===== config.mk =====
export PLATFORM = sky130hd
export DESIGN_NAME = mips_cpu_mem_arbiter
export DESIGN_NICKNAME = d
export VERILOG_FILES = /design/src/rtl/mips_cpu_mem_arb_pkg.sv /design/src/rtl/mips_cpu_mem_arb_grant.sv /design/src/rtl/mips_cpu_mem_arbiter.sv
export SDC_FILE = /design/constraint.sdc
export NUM_CORES = 1
export LEC_CHECK = 0
export CAP_MARGIN = 10
export CORE_UTILIZATION = 41
export DETAILED_ROUTE_END_ITERATION = 16
export GPL_ROUTABILITY_DRIVEN = 0
export HOLD_SLACK_MARGIN = 0.06
export MAX_ROUTING_LAYER = met4
export PLACE_DENSITY_LB_ADDON = 0.15
export SLEW_MARGIN = 20
export SYNTH_ARGS = -nofsm -noshare
export SYNTH_HDL_FRONTEND = slang
export SYNTH_SLANG_ARGS = --single-unit

===== constraint.sdc =====
create_clock -name clk -period 1.5 [get_ports clk]
set_input_delay 0.3 -clock clk [delete_from_list [all_inputs] [get_ports clk]]
set_output_delay 0.3 -clock clk [all_outputs]
set_load 0.02 [all_outputs]

===== src/rtl/mips_cpu_mem_arb_pkg.sv =====
// Shared types for the CPU fetch/data memory arbiter.
package mips_cpu_mem_arb_pkg;
  localparam int BE_W = 4;

  typedef enum logic [1:0] {IDLE, BUSY, RESP} state_t;
  typedef enum logic {OWN_INSTR, OWN_DATA} owner_t;
endpackage


===== src/rtl/mips_cpu_mem_arb_grant.sv =====
// Combinational grant selector for the memory arbiter.
// Build option MEM_ARB_ROUND_ROBIN_EN: alternate grants on a tie instead of
// always favouring the data port.
module mips_cpu_mem_arb_grant
  import mips_cpu_mem_arb_pkg::*;
(
  input  logic   instr_req,
  input  logic   data_req,
  input  owner_t last_grant,
  output owner_t owner
);

`ifdef MEM_ARB_ROUND_ROBIN_EN
  // On a tie, the port that did not win last time gets the bus.
  always_comb begin
    owner = OWN_INSTR;
    if (data_req && !instr_req)
      owner = OWN_DATA;
    else if (data_req && instr_req)
      owner = (last_grant == OWN_DATA) ? OWN_INSTR : OWN_DATA;
  end
`else
  // Fixed priority has no use for grant history.
  logic unused_last;
  assign unused_last = (last_grant == OWN_DATA);

  // Data port always wins a tie.
  always_comb begin
    owner = OWN_INSTR;
    if (data_req)
      owner = OWN_DATA;
  end
`endif

endmodule


===== src/rtl/mips_cpu_mem_arbiter.sv =====
// Shares one waitrequest-style memory bus between the CPU fetch and data ports.
// Each transfer runs IDLE -> BUSY -> RESP; the owner sees a one-cycle
// waitrequest=0 window in RESP. Build option MEM_ARB_ROUND_ROBIN_EN selects
// round-robin tie-breaking (see mips_cpu_mem_arb_grant).
module mips_cpu_mem_arbiter
  import mips_cpu_mem_arb_pkg::*;
#(
  parameter int ADDR_W = 32,
  parameter int DATA_W = 32
) (
  input  logic              clk,
  input  logic              reset,
  input  logic              instr_read,
  input  logic [ADDR_W-1:0] instr_address,
  output logic [DATA_W-1:0] instr_readdata,
  output logic              instr_waitrequest,
  input  logic              data_read,
  input  logic              data_write,
  input  logic [ADDR_W-1:0] data_address,
  input  logic [DATA_W-1:0] data_writedata,
  input  logic [BE_W-1:0]   data_byteenable,
  output logic [DATA_W-1:0] data_readdata,
  output logic              data_waitrequest,
  output logic [ADDR_W-1:0] mem_address,
  output logic              mem_read,
  output logic              mem_write,
  output logic [DATA_W-1:0] mem_writedata,
  output logic [BE_W-1:0]   mem_byteenable,
  input  logic [DATA_W-1:0] mem_readdata,
  input  logic              mem_waitrequest
);

  state_t state;
  owner_t owner, last_grant, grant;
  logic   data_req;

  assign data_req = data_read | data_write;

  mips_cpu_mem_arb_grant u_grant (
    .instr_req  (instr_read),
    .data_req   (data_req),
    .last_grant (last_grant),
    .owner      (grant)
  );

  // A simultaneous load and store is a CPU bug; it is served as a store.
  a_rw_excl: assert property (@(posedge clk) disable iff (reset)
                              !(data_read && data_write));

  // Arbitration FSM; mem_* double as the latched request registers.
  always_ff @(posedge clk) begin
    if (reset) begin
      state             <= IDLE;
      owner             <= OWN_INSTR;
      last_grant        <= OWN_DATA;
      mem_read          <= 1'b0;
      mem_write         <= 1'b0;
      mem_address       <= '0;
      mem_writedata     <= '0;
      mem_byteenable    <= '0;
      instr_waitrequest <= 1'b1;
      data_waitrequest  <= 1'b1;
      instr_readdata    <= '0;
      data_readdata     <= '0;
    end else begin
      case (state)
        IDLE: begin
          instr_waitrequest <= 1'b1;
          data_waitrequest  <= 1'b1;
          if (instr_read || data_req) begin
            owner      <= grant;
            last_grant <= grant;
            state      <= BUSY;
            if (grant == OWN_DATA) begin
              mem_address    <= data_address;
              mem_writedata  <= data_writedata;
              mem_byteenable <= data_byteenable;
              mem_write      <= data_write;
              mem_read       <= !data_write;
            end else begin
              mem_address    <= instr_address;
              mem_byteenable <= '1;
              mem_write      <= 1'b0;
              mem_read       <= 1'b1;
            end
          end
        end
        BUSY: begin
          if (!mem_waitrequest) begin
            mem_read  <= 1'b0;
            mem_write <= 1'b0;
            state     <= RESP;
            // A requester that gave up mid-transfer gets no response.
            if (owner == OWN_DATA) begin
              if (data_req) begin
                data_waitrequest <= 1'b0;
                if (mem_read)
                  data_readdata <= mem_readdata;
              end
            end else if (instr_read) begin
              instr_waitrequest <= 1'b0;
              instr_readdata    <= mem_readdata;
            end
          end
        end
        RESP: begin
          instr_waitrequest <= 1'b1;
          data_waitrequest  <= 1'b1;
          state             <= IDLE;
        end
        default: state <= IDLE;
      endcase
    end
  end

endmodule


==> key figures <==
Run status
  – Status: completed

STA
  – Hold Vio Cnt, Final: 0
  – Total negative slack: 0 ns
  – Peak Freq: 688.2 MHz
  – RSZ-0062 raised after global routing: no
  – Final min period: 1.453 ns
  – Clk_skew: 0.009527 ns
  – Fin worst setup slack: between 0.04 and 0.05 ns
  – Final Setup Violations: 0
  – Fin crit share: 96.87%
  – Fin. max-slew vios: 0
  – Least-Margin Pin Slew: around 0.36 ns
  – Slew headroom: 76.18%
  – Hold Slack: 0.2176 ns

Placed design
  – Area after DPL: 8811 sq um
  – Dpl hpwl: roughly 12000 um
  – Setup WS pre-CTS: -0.3746 ns
  – Placed cell count: 1047
  – Number of port buffers: 273

Global route
  – Antenna violations before repair: 0
  – Overall Global Routing Usage: a little under a quarter
  – Vias in the first global route: 5522
  – First-pass GRT wire length: 26450 um
  – Global route overflow: 0
  – Largest net degree at the start of global routing: between 80 and 90

Clock tree
  – H-tree depth: 4
  – Worst-path clk slew: roughly 0.06 ns
  – TritonCTS Buffers: 17
  – CTS tree: built
  – # hold bufs at CTS: 0
  – Clock Latency Late Sink: 0.41 ns
  – Clock sinks: 139
  – Clock buffer depth: 2
  – Clock root buffer: clkbuf_16
  – # Post-CTS Setup Buffers: 0

Floorplanning
  – Chip height: 121.0 um
  – Die Area: 14640 sq um
  – Core area: 13830 sq um
  – Initial Util: 41.98%
  – Die width: 121.0 um
  – Ports: 274
  – Core Rows: 43

Setup path
  – Data required time of the critical path: 1.81 ns
  – Worst reg-to-reg setup slack: around 0.070 ns
  – Reg2reg start: state[1]$_SDFFE_PP0P_
  – CP Launch Point: data_write
  – Kind of critical path: in -> reg
  – Critical path capture point type: register
  – CP max FO: 34
  – Startpoint types: input pin
  – Critical path arrival: 1.77 ns

Job
  – Maxcap violations: 0

Logic synthesis
  – Sequential area share after synthesis: 47.94%
  – Top cells by count, synth: dfxtp_1, nand2b_1, a21oi_1
  – Synth Net Count: 765
  – Largest area contributor in the netlist: dfxtp_1
  – Number of synthesized flops with an enable pin: 0
  – Top cell type's share of synthesized area: 47.94%
  – Synth unique cells: 32
  – Synth Register Bits: 139
  – Synth warn: 0
  – Most area-consuming cells after synthesis: dfxtp_1, mux2i_1, nand2b_1, a21oi_1, a311oi_1
  – Count leader, synth: dfxtp_1
  – Top_reg_cell synth: dfxtp_1
  – Gate Count Post-Synth: 627
  – Post-Syn Area per Cell: 9.257 sq um
  – FFs w/ async S/R, synth: 0%
  – Cell Area, Synth: ~5800 sq um

Cells and area
  – Non-filler cells, final: about 1100
  – Post-route cell area: 9258 sq um
  – Util after Layout: between 60% and 70%
  – Final nets: 1025
  – Area Growth Syn to Fin: 59.50%
  – Share of layout cells above drive strength 1: under 10%
  – Ant diodes: 0
  – Fill count: ~1100

Power and ir drop
  – Lkg Pwr: 4.175 nW
  – Total Power: 9.744 mW
  – Max VDD drop: 0.7168 mV
  – PwrDens: about 1100 nW/um^2

Hold path
  – Tightest Hold Check Type: in -> reg
  – Hold wc startpoint: reset

Drt
  – WL met2: 8413 um
  – Max Used Layer: met4
  – Vias: around 5500
  – Routed wire length per instance: 15.97 um
  – Met1 wire length: 7282 um
  – Met3 routed wirelength: between 1000 and 1500 um
  – Initial drt markers: 283
  – DR pass1 iterations: 6
  – # DRC: 0
  – Post-DRT Antenna Nets: 0
  – Routed wire length: 17230 um
  – Vias per cell: 5.124
-- cells in the final DEF, fill, tap and decap left out --
| cell | Yosys | layout |
|---|---|---|
| dfxtp_1 | 139 | 138 |
| clkdlybuf4s50_1 | 0 | 136 |
| dlygate4sd2_1 | 0 | 136 |
| nand2b_1 | 96 | 96 |
| a21oi_1 | 69 | 69 |
| nand2_1 | 66 | 66 |
| mux2i_1 | 65 | 65 |
| o21ai_0 | 35 | 35 |
| nand3_1 | 33 | 33 |
| a311oi_1 | 32 | 28 |
| clkbuf_16 | 0 | 18 |
| buf_12 | 1 | 14 |
| buf_4 | 8 | 13 |
| nor3_1 | 9 | 9 |
| clkinv_2 | 0 | 5 |
| inv_1 | 4 | 4 |
| a311oi_2 | 0 | 4 |
| clkbuf_8 | 0 | 3 |
| clkinvlp_4 | 0 | 3 |
| or2_2 | 1 | 2 |
| nor2_4 | 0 | 2 |
| o41ai_1 | 2 | 2 |
| nor3b_4 | 1 | 1 |
| and4_1 | 1 | 1 |
| nor4b_4 | 1 | 1 |
| and2_1 | 1 | 1 |
| nand2_2 | 1 | 1 |
| a21oi_2 | 1 | 1 |
| or3_1 | 1 | 1 |
| nand4_1 | 1 | 1 |
| nor2b_1 | 1 | 1 |
| o31ai_1 | 1 | 1 |
| nor2_1 | 1 | 1 |
| nand3b_1 | 1 | 1 |
| nor3b_1 | 1 | 1 |
| bufinv_16 | 0 | 1 |
| clkinv_4 | 0 | 1 |
| inv_6 | 0 | 1 |
| buf_6 | 5 | 1 |
| dfxtp_2 | 0 | 1 |
-- cell families (layout without fill, tap and decap cells) --
family | count (synthesis) | count (layout) | synth area share [%]
AOI/OAI and AO/OA | 140 | 140 | 14.38
buffers and inverters | 64 | 336 | 6.057
DFF | 139 | 139 | 47.94
and+or+nand+nor | 219 | 219 | 20.41
muxes | 65 | 65 | 11.21
-- power by group --
part / switching [mW] / internal, mW
logic: 0.906 / 0.876
registers: 0.112 / 3.91
clock network: 1.55 / 2.39
-- flip-flops by register name, summed over array words and instances (netlist names), 2 cells and up --
name and cells:
mem_byteenable 4, state 2, mem_address 32, mem_writedata 32, instr_readdata 32, data_readdata 32
-- repair_timing --
action                                  4_1_cts  5_1_grt
endpoints found under the setup margin      136       21
gates cloned                                  0        1
gates resized for setup                     136        6
pin swaps                                     0        0
-- per-layer routing --
metal,vias up,GRT usage [%]
met4,0,8.873
met5,-,-
met1,2597,27.05
met2,204,38.89
li1,2703,-
met3,25,7.049
-- final timing paths --
| path | end | cells past startpoint |
|---|---|---|
| hold / removal | owner$_SDFFE_PP0P_ | 2 |
| hold reg to reg | data_readdata[5]$_SDFFE_PP0P_ | 2 |
| setup / recovery | mem_address[11]$_SDFFE_PP0P_ | 6 |
| setup reg to reg | mem_address[30]$_SDFFE_PP0P_ | 5 |
-- worst max-delay path, stage by stage --
cell and delay [ns]:
clkdlybuf4s50_1 0.48, buf_4 0.18, nor2_4 0.19, buf_12 0.22, nand2_1 0.09, a311oi_1 0.29
-- area by class of cell --
cell class	instances	area, sq um	area share [%]
Timing Repair Buffer	301	2967	32.04
Sequential cell	139	2784	30.07
Multi-Input combinational cell	424	2705	29.22
Clock buffer	20	466.7	5.041
Tap cell	180	225.2	2.433
Clock inverter	11	95.09	1.027
Inverter	4	15.01	0.1622
Power figures use the tool's default switching activity.
==> RTL edit: new RTL, same settings <==
Change the package constant `BE_W` from 4 to 6.
--- a/src/rtl/mips_cpu_mem_arb_pkg.sv
+++ b/src/rtl/mips_cpu_mem_arb_pkg.sv
@@ -1,6 +1,6 @@
 // Shared types for the CPU fetch/data memory arbiter.
 package mips_cpu_mem_arb_pkg;
-  localparam int BE_W = 4;
+  localparam int BE_W = 6;
 
   typedef enum logic [1:0] {IDLE, BUSY, RESP} state_t;
   typedef enum logic {OWN_INSTR, OWN_DATA} owner_t;
Interface: changed (resized data_byteenable and mem_byteenable); port bits go from 274 to 278. The function was not compared with the original's and may differ.
==> RTL edit against the unedited design <==
Global-route usage up 0.94 points; area after synthesis up 1.4%; sequential cell count up 2; first-iteration DRC count up 9.2%; synthesized cell count up 1.4%; final area up 1.8%; cell count up 1.8%; critical path depth down 1; setup slack worse by 5.3 ps; via count up 3.3%; power up 2.7%; clock power up 3%; wire length up 5.1%; critical path type unchanged; critical endpoint is now data_readdata[4]$_SDFFE_PP0P_; largest cell class unchanged.
==> RTL edit: results (changes against the unedited design) <==
stage	metric	value	unit	change
critical_path	Crit path arrival time	1760	ps	
synth	Distinct cells, synth	35		+9.4%
clock_tree	CTS root buf	clkbuf_16		
global_route	met3 GRT Util	0.0669		-0.00354
synth	average cell area after synthesis	9.26	µm²	about the same
place	Placed Cells	1064		+1.6%
power	peak supply drop	722	µV	+0.78%
power	Int Pwr	0.00744	W	+3.7%
place	HPWL after DPL	12600	µm	+5.6%
place	Post-Place Setup Slack	-343	ps	+31.7 ps
final_layout	Nets	1046		+2.0%
global_route	largest net degree at the start of global routing	66		-20%
clock_tree	CTS clk-pin slew, worst paths	60	ps	about the same
detailed_routing	First-pass DRT Iterations	5		-1
global_route	met2 usage	0.422		+0.0327
power	P_leak	4.25	nW	+1.9%
global_route	vias in the first global route	5757		+4.3%
final_layout	share of post-route cells with drive strength above 1	0.0784		-0.00277
critical_path	Crit path max-delay family	simple AND/OR/NAND/NOR gates		
synth	largest cells by area after synthesis	dfxtp_1 (48%), mux2i_1 (11%), nand2b_1 (10%)		
timing	Relative slew margins	0.809		+0.0470
timing	Layout Skew	5.44	ps	-4.08 ps
global_route	met1 Track Usage GR	0.266		-0.00447
place	Post-DP Area	0.00897	mm²	+1.8%
critical_path	slowest CP cell	clkdlybuf4s50_1		
critical_path	CP Max Fanout	15		-56%
clock_tree	clock tree sinks	141		+1.4%
detailed_routing	drt total wl	18100	µm	+5.1%
detailed_routing	detailed-route via count	5714		+3.3%
synth	commonest cells in the synthesized netlist	dfxtp_1 (141), nand2b_1 (96), a21oi_1 (71), nand2_1 (66), mux2i_1 (65)		
synth	post-synthesis sequential area ratio	0.479		about the same
power	share of power burned in registers	0.408		-0.005
place	port bufs	277		+1.5%
detailed_routing	Via density	5.20		+1.6%
global_route	first-pass GRT wire length	27600	µm	+4.5%
power	clock power share	0.407		+0.003
detailed_routing	number of DRC markers in iteration 0	309		+9.2%
status	run status	complete, no violations		
power	net switching fraction of the power	0.256		-0.00730
global_route	Total GRT Usage	0.246		+0.00941
synth	Mapped Nets	776		+1.4%
[RTL edit: cell count changes in the layout (fill, tap and decap cells not counted), moves of 3 or more]
cell,unedited run,this run
buf_4,13,19
clkbuf_1,0,5
a311oi_1,28,32
a311oi_2,4,0
nor3_1,9,13
o21ai_0,35,31
o21ai_1,0,4
clkinv_2,5,2
[RTL edit: logic make-up (layout without fill, tap and decap cells)]
kind of cell | after synthesis | count (layout) | share of synthesized area
and+or+nand+nor | 223 | 223 | 0.206
AOI/OAI and AO/OA | 142 | 142 | 0.145
DFF | 141 | 141 | 0.479
muxes | 65 | 65 | 0.111
buffers and inverters | 65 | 347 | 0.0597
[RTL edit: timing repair]
action / in CTS / in global routing
endpoints found under the setup margin: 139 / 17
pin swaps: 0 / 3
buffers inserted: 0 / 1
cloned: 0 / 2
gates resized for setup: 140 / 4
[RTL edit: final cells by class]
type                       count  area (µm²)
tap                          180         225
fill                        1125        4510
multi-input combinational    430        2720
sequential                   141        2820
inverter                       4        15.0
clock buffer                  25         485
timing repair buffer         312        3070
clock inverter                 6        85.1
[RTL edit: final timing paths]
kind / endpoint / slack [ps] / cells after the start / from
setup / recovery: data_readdata[4]$_SDFFE_PP0P_ / 40 / 5 / data_read
hold / removal: state[0]$_SDFFE_PP0P_ / 260 / 2 / reset
setup reg to reg: data_readdata[4]$_SDFFE_PP0P_ / 100 / 4 / state[0]$_SDFFE_PP0P_
hold reg to reg: instr_readdata[15]$_SDFFE_PP0P_ / 470 / 2 / instr_readdata[15]$_SDFFE_PP0P_
[RTL edit: layer usage]
layer | wire [µm] | vias up
li1 | - | 2754
met1 | 7290 | 2691
met2 | 8950 | 231
met3 | 1380 | 38
met4 | 484 | 0
met5 | 0 | -
